`config.mk`:
```
export PLATFORM = sky130hd
export DESIGN_NAME = apuf_eval_ctrl
export DESIGN_NICKNAME = d
export VERILOG_FILES = /design/src/rtl/apuf_eval_ctrl.sv
export SDC_FILE = /design/constraint.sdc
export NUM_CORES = 1
export LEC_CHECK = 0
export ABC_CLOCK_PERIOD_IN_PS = 2800
export BUFFER_PORTS_ARGS = -buffer_cell sky130_fd_sc_hd__buf_2
export CORE_MARGIN = 2
export CORE_UTILIZATION = 54
export DETAILED_ROUTE_END_ITERATION = 8
export GPL_TIMING_DRIVEN = 0
export PLACE_DENSITY = 0.94
export SLEW_MARGIN = 30
export SYNTH_ARGS = -nofsm -noshare
export SYNTH_HDL_FRONTEND = slang
export SYNTH_SLANG_ARGS = --single-unit
```
`constraint.sdc`:
```
create_clock -name clk -period 2.8 [get_ports clk]
set_input_delay 0 -clock clk [delete_from_list [all_inputs] [get_ports clk]]
set_output_delay 0 -clock clk [all_outputs]
set_load 0.02 [all_outputs]
```
`src/rtl/apuf_eval_ctrl.sv`:
```
// Evaluation sequencer for one arbiter-PUF: handshake, setup, fire, sample, relax, majority vote.
// Optional soft-response output rsp_ones is enabled by defining APUF_SOFT_RESP_EN.
module apuf_eval_ctrl #(
  parameter int NSTAGE      = 64,
  parameter int NEVAL       = 5,
  parameter int SETUP_CYC   = 4,
  parameter int TIMEOUT_CYC = 255,
  parameter int RELAX_CYC   = 4
) (
  input  logic              clk,
  input  logic              rst_n,
  input  logic              ch_valid,
  output logic              ch_ready,
  input  logic [NSTAGE-1:0] ch_data,
  output logic [NSTAGE-1:0] puf_c,
  output logic              puf_tig,
  input  logic              puf_resp_ready,
  input  logic              puf_resp_bit,
  output logic              rsp_valid,
  input  logic              rsp_ready,
  output logic              rsp_bit,
  output logic              rsp_err,
  output logic              busy
`ifdef APUF_SOFT_RESP_EN
  ,
  output logic [$clog2(NEVAL+1)-1:0] rsp_ones
`endif
);

  localparam int CW = $clog2(NEVAL + 1);
  localparam int WW = $clog2(TIMEOUT_CYC + 1);
  localparam int SW = $clog2(SETUP_CYC + 1);
  localparam int RW = $clog2(RELAX_CYC + 1);

  localparam logic [CW-1:0] NEVAL_L    = CW'(NEVAL);
  localparam logic [CW-1:0] HALF_L     = CW'(NEVAL / 2);
  localparam logic [WW-1:0] TIMEOUT_L  = WW'(TIMEOUT_CYC);
  localparam logic [SW-1:0] SETUP_LAST = SW'(SETUP_CYC - 1);
  localparam logic [RW-1:0] RELAX_LAST = RW'(RELAX_CYC - 1);

  typedef enum logic [2:0] {
    S_IDLE, S_SETUP, S_FIRE, S_WAIT, S_SAMPLE, S_RELAX, S_DONE
  } state_e;

  state_e            state_q, state_d;
  logic [NSTAGE-1:0] puf_c_q, puf_c_d;
  logic [CW-1:0]     ones_q, ones_d, eval_q, eval_d;
  logic [WW-1:0]     wait_q, wait_d, wait_nxt;
  logic [SW-1:0]     setup_q, setup_d;
  logic [RW-1:0]     relax_q, relax_d;
  logic              err_q, err_d;
  logic              rsp_bit_q, rsp_bit_d, rsp_err_q, rsp_err_d;
  logic              ch_ready_q, busy_q, puf_tig_q, rsp_valid_q;
  logic              rdy_s1_q, rdy_s_q, bit_s1_q, bit_s_q;

  // NOTE: the PUF outputs settle on their own timing; two flops each keep metastability
  // out of the FSM, and both lines share the same depth so bit_s is valid whenever rdy_s is.
  always_ff @(posedge clk or negedge rst_n) begin
    if (!rst_n) begin
      rdy_s1_q <= 1'b0;
      rdy_s_q  <= 1'b0;
      bit_s1_q <= 1'b0;
      bit_s_q  <= 1'b0;
    end else begin
      rdy_s1_q <= puf_resp_ready;
      rdy_s_q  <= rdy_s1_q;
      bit_s1_q <= puf_resp_bit;
      bit_s_q  <= bit_s1_q;
    end
  end

  always_comb begin
    // NOTE: every signal gets a hold value before the case so no path infers a latch.
    state_d   = state_q;
    puf_c_d   = puf_c_q;
    ones_d    = ones_q;
    eval_d    = eval_q;
    err_d     = err_q;
    setup_d   = setup_q;
    wait_d    = wait_q;
    relax_d   = relax_q;
    rsp_bit_d = rsp_bit_q;
    rsp_err_d = rsp_err_q;
    wait_nxt  = wait_q + WW'(1);
    unique case (state_q)
      S_IDLE: begin
        if (ch_valid && ch_ready_q) begin
          puf_c_d = ch_data;
          ones_d  = '0;
          eval_d  = '0;
          err_d   = 1'b0;
          setup_d = '0;
          state_d = S_SETUP;
        end
      end
      S_SETUP: begin
        if (setup_q == SETUP_LAST) state_d = S_FIRE;
        else                       setup_d = setup_q + SW'(1);
      end
      S_FIRE: begin
        wait_d  = '0;
        state_d = S_WAIT;
      end
      S_WAIT: begin
        if (rdy_s_q) begin
          state_d = S_SAMPLE;
        end else if (wait_nxt == TIMEOUT_L) begin
          // A missing arrival counts as a 0 vote and flags the response.
          err_d   = 1'b1;
          eval_d  = eval_q + CW'(1);
          relax_d = '0;
          state_d = S_RELAX;
        end else begin
          wait_d = wait_nxt;
        end
      end
      S_SAMPLE: begin
        ones_d  = ones_q + CW'(bit_s_q);
        eval_d  = eval_q + CW'(1);
        relax_d = '0;
        state_d = S_RELAX;
      end
      S_RELAX: begin
        if (relax_q != RELAX_LAST) begin
          relax_d = relax_q + RW'(1);
        end else if (!rdy_s_q) begin
          if (eval_q == NEVAL_L) begin
            rsp_bit_d = (ones_q > HALF_L);
            rsp_err_d = err_q;
            state_d   = S_DONE;
          end else begin
            state_d = S_FIRE;
          end
        end
      end
      S_DONE: begin
        if (rsp_ready) state_d = S_IDLE;
      end
      default: state_d = S_IDLE;
    endcase
  end

  // NOTE: sequential state uses non-blocking assignments so all flops update together.
  always_ff @(posedge clk or negedge rst_n) begin
    if (!rst_n) begin
      state_q     <= S_IDLE;
      puf_c_q     <= '0;
      ones_q      <= '0;
      eval_q      <= '0;
      err_q       <= 1'b0;
      setup_q     <= '0;
      wait_q      <= '0;
      relax_q     <= '0;
      rsp_bit_q   <= 1'b0;
      rsp_err_q   <= 1'b0;
      ch_ready_q  <= 1'b0;
      busy_q      <= 1'b0;
      puf_tig_q   <= 1'b0;
      rsp_valid_q <= 1'b0;
    end else begin
      state_q     <= state_d;
      puf_c_q     <= puf_c_d;
      ones_q      <= ones_d;
      eval_q      <= eval_d;
      err_q       <= err_d;
      setup_q     <= setup_d;
      wait_q      <= wait_d;
      relax_q     <= relax_d;
      rsp_bit_q   <= rsp_bit_d;
      rsp_err_q   <= rsp_err_d;
      ch_ready_q  <= (state_d == S_IDLE);
      busy_q      <= (state_d != S_IDLE);
      puf_tig_q   <= (state_d == S_FIRE) || (state_d == S_WAIT);
      rsp_valid_q <= (state_d == S_DONE);
    end
  end

  assign ch_ready  = ch_ready_q;
  assign busy      = busy_q;
  assign puf_c     = puf_c_q;
  assign puf_tig   = puf_tig_q;
  assign rsp_valid = rsp_valid_q;
  assign rsp_bit   = rsp_bit_q;
  assign rsp_err   = rsp_err_q;
`ifdef APUF_SOFT_RESP_EN
  assign rsp_ones  = ones_q;
`endif

endmodule

```
-- After elaboration in Yosys (flattened, before gate mapping)
Cells that the tools add are included.
- register bits after elaboration: 98
- latch bits: 0
- bits in writable memories: 0
- ROM bits: 0
- output and inout port bits: 70
- logic and storage cells: 91
- memories: 0
- $add $sub $neg: 5
- $mul: 0
- div/mod/pow operators: 0
- order comparisons: 1
- equality and inequality tests: 19
- shift-type cells: 0
- multiplexer cells: 27
- bitwise logic cells: 2
- reductions and logical operators: 19
- operators with widths (cell ; count):
    two-way mux 3 bit ; 15
    case mux 3 bit (7 select lines) ; 1
    case mux 3 bit (3 select lines) ; 2
    two-way mux 8 bit ; 2
    case mux 8 bit (2 select lines) ; 1
    AND reduction 4 bit ; 4
    == test 3 x 2 -> 1 bit, second input constant ; 5
    == test 3 bit, second input constant ; 5
    != test 2 bit, second input constant ; 6
    case mux 3 bit (2 select lines) ; 2
    adder 3 x 1 -> 3 bit, second input constant ; 3
    nonzero test 3 bit ; 3
    adder 8 x 1 -> 8 bit, second input constant ; 1
    == test 8 bit, second input constant ; 1
    nonzero test 2 bit ; 4
    zero test 3 bit ; 2
    AND reduction 3 bit ; 2
    AND reduction 2 bit ; 2
    adder 3 x 1 -> 3 bit ; 1
    == test 3 x 1 -> 1 bit, second input constant ; 1
    greater-than comparator 3 x 2 -> 1 bit, second input constant ; 1
    two-way mux 1 bit ; 3
    != test 3 x 2 -> 1 bit, second input constant ; 1
    inverter 1 bit ; 2
    3 further kinds ; 3

-- Longest topological paths before layout
- depth in word-level cells: 7
- gate-level depth with buffers: 7
- gate-level depth less buffers: 7

-- Worst setup path after synthesis
OpenSTA, ideal clock, no wires.
- kind: register to register
- from: register, netlist name relax_q[0]
- to: register wait_q[1]
- arrival time: 1.712 ns
- slack: 0.954 ns
- stages on the path, launching flop included: 8
- path buffers: 0
- clock period less this slack: 1.846 ns
- cells stage by stage: dfrtp_1 > ha_1 > ha_1 > nor2b_1 > o21a_1 > o311ai_4 > a21boi_1 > o22ai_1
- RTL lines (what ; line ; text):
    to (signal assigned) ; 167 ; wait_q <= wait_d;
    to (decl) ; 48 ; logic [WW-1:0] wait_q, wait_d, wait_nxt;

==> out/metrics.cfg <==
[synth]
synth_edf_count = 0
netlist_area_mm2 = 0.00426
synth_top_area_cell = dfrtp_1
syn_nets = 529
ys_warn_count = 0
async_flop_share_pct = 100
ys.flop_type = dfrtp_1
synthCells = 449
ys_seq_elements = 98
synth.top_cell.area_share_pct = 57.6
seq_area_frac_synth_pct = 57.6
post_synth_num_cell_types = 50
postSynthAreaPerCell_um2 = 9.48
synth_area_leaders = dfrtp_1 58%, nand2_1 19%, ha_1 2.9%

[setup_path]
endpoint_kind = flop
crit_path_start = relax_q[0]$_DFFE_PN0P_
critPathArrivalTime_ps = 2340
path_max_fanout = 7
reg2reg_from = relax_q[0]$_DFFE_PN0P_
reg2reg_to = wait_q[0]$_DFFE_PN0P_
crit_path_start_kind = flop
required_ps = 3010
r2r_slack_ps = 660
rr_worst_depth = 7
critical_path_class = reg2reg

[global_route]
overflow = 0
track_usage_pct = 28.3
grt_max_degree = 60
grt_pass1_wl_um = 19000
grt_pass1_vias = 4146
antenna_found_initial = 0

[pwr]
peakVddDrop_uv = 586
power.leakage_nw = 3.26
p_per_area_mw_per_mm2 = 956
fin_total_pwr_w = 0.00570

[finish]
final_cells = 774
final_common_cell = nand2_1
fillers = 462
layout_common_cells = 211 x nand2_1, 150 x buf_2, 98 x dfrtp_1, 67 x dlygate4sd3_1, 14 x a21oi_1
drive_above_1_share_pct = 28.3
insertedDiodeCount = 0
postLayoutCellArea_mm2 = 0.00596
nets = 747
syn2layout_area_growth_pct = 40.1

[clock_tree]
post_cts_resized = 0
path_clk_slew_ps = 90
cts_setup_buffers = 0
cts_tree = built
cts.sinks = 98
clock_path_buffers = 2
cts_made_buffers = 9
clk_latency_ps = 360
cts-root-buf = clkbuf_8
postCtsHoldBufs = 67
cts_max_level = 3

[placed_design]
place_inst = 691
dp_hpwl_um = 7090
gp_routability_congestion = 0.862
place_area_mm2 = 0.00511
port_buffers = 139

[drt]
via_per_inst = 5.21
drt_wl_total_um = 11800
drt_iter0_drc = 206
vias = 4029
drc = 0
wl_per_cell_um = 15.2
top_layer_used = met4
antenna_left = 0
wl_met1_um = 4560
dr.pass1.iters = 7
wl_met2_um = 6090
met3_wirelength_um = 636

[sta]
finClkSkew_ps = 16.2
setup_viol = 0
hold-worst-slack_ps = 111
rsz0062_at_grt = false
hold_viol = 0
layout_min_cycle_time_ps = 2140
finalCritPeriodShare_pct = 76.3
tightestPinTransition_ps = 541
tns_ps = 0
fmax_mhz = 468
final-max-slew-violation-count = 0
slew-limit-headroom_pct = 63.7

[hold_path]
min_path_type = in2async

[floorplan]
initial_core_util_pct = 55.4
ios = 140
die-area_mm2 = 0.00861
rows = 32
die_h_um = 92.8
die-width_um = 92.8
core_mm2 = 0.00769

[job]
maxCapViolCount = 0

[status]
status = complete, no violations

## metrics by stage
| step | setup slack, ps | utilization, % |
|---|---|---|
| 2_1_floorplan | 954 | - |
| 3_3_place_gp | 778 | 66.1 |
| 3_5_place_dp | 687 | 66.5 |
| 4_1_cts | 672 | 77.6 |
| 5_1_grt | 562 | 77.6 |
| 6_report | 665 | 77.6 |
## worst max path at each step
stage | endpoint | slack (ps)
after floorplan | wait_q[1]$_DFFE_PN0P_ | 950
after global placement | wait_q[0]$_DFFE_PN0P_ | 780
after detailed placement | wait_q[0]$_DFFE_PN0P_ | 690
after CTS | wait_q[0]$_DFFE_PN0P_ | 670
after global routing | wait_q[0]$_DFFE_PN0P_ | 560
final | wait_q[0]$_DFFE_PN0P_ | 660
## state kept, by name (all words and copies together), names as in the netlist, 3 cells and up
register and flops:
state_q 3, ones_q 3, wait_q 8, puf_c 64, relax_q 3, eval_q 3, setup_q 3
## final cells by class
| class | instances | area, um2 | area share [%] |
|---|---|---|---|
| Timing Repair Buffer | 207 | 1400 | 23.5 |
| Buffer | 21 | 120 | 2.01 |
| Tap cell | 102 | 128 | 2.14 |
| Clock buffer | 10 | 128 | 2.14 |
| Multi-Input combinational cell | 323 | 1660 | 27.8 |
| Inverter | 7 | 26.3 | 0.441 |
| Clock inverter | 6 | 51.3 | 0.860 |
| Sequential cell | 98 | 2450 | 41.1 |
## layer usage
metal	vias to the layer above	track usage, %
met2	169	50.8
met4	0	15.9
met1	1926	31.5
li1	1887	-
met5	-	0
met3	47	5.13
## Yosys cell counts, types with 2 or more instances
cell type and count:
nand2_1 211, nand3_1 9, nor2b_1 2, o21a_1 2
dfrtp_1 98, buf_6 2, a21o_1 4, nor2_1 11
nand3b_1 2, and3_1 2, inv_1 7, ha_1 10
buf_2 12, a31oi_1 2, a22o_1 3, nand4_2 2
or3_1 3, a21oi_1 14, nor3_1 6, clkbuf_1 4
mux2_2 3, o21ai_0 3, nand2b_1 5, xor2_1 4
buf_4 3
## cell families (layout without fill, tap and decap cells)
kind of cell | count (synthesis) | after routing | synth area share, %
XOR/XNOR | 4 | 4 | 0.823
buffers and inverters | 28 | 251 | 3.44
adder cells (fa/ha/maj) | 10 | 10 | 2.94
multiplexers | 4 | 4 | 1.03
AO/OA/AOI/OAI | 41 | 41 | 7.26
flip-flops | 98 | 98 | 57.6
AND/OR/NAND/NOR | 264 | 264 | 26.9
## critical path, stage by stage (launching register included)
cell	delay, ps
dfrtp_1	400
ha_1	200
ha_1	230
nor2b_1	170
o21a_1	230
o311ai_4	400
a21boi_1	260
mux2i_1	100
## report_power, final
group          switching (W)  internal [W]
Sequential          0.000342       0.00197
Clock               0.000499      0.000334
Combinational        0.00160      0.000950
Power figures use the tool's default switching activity.
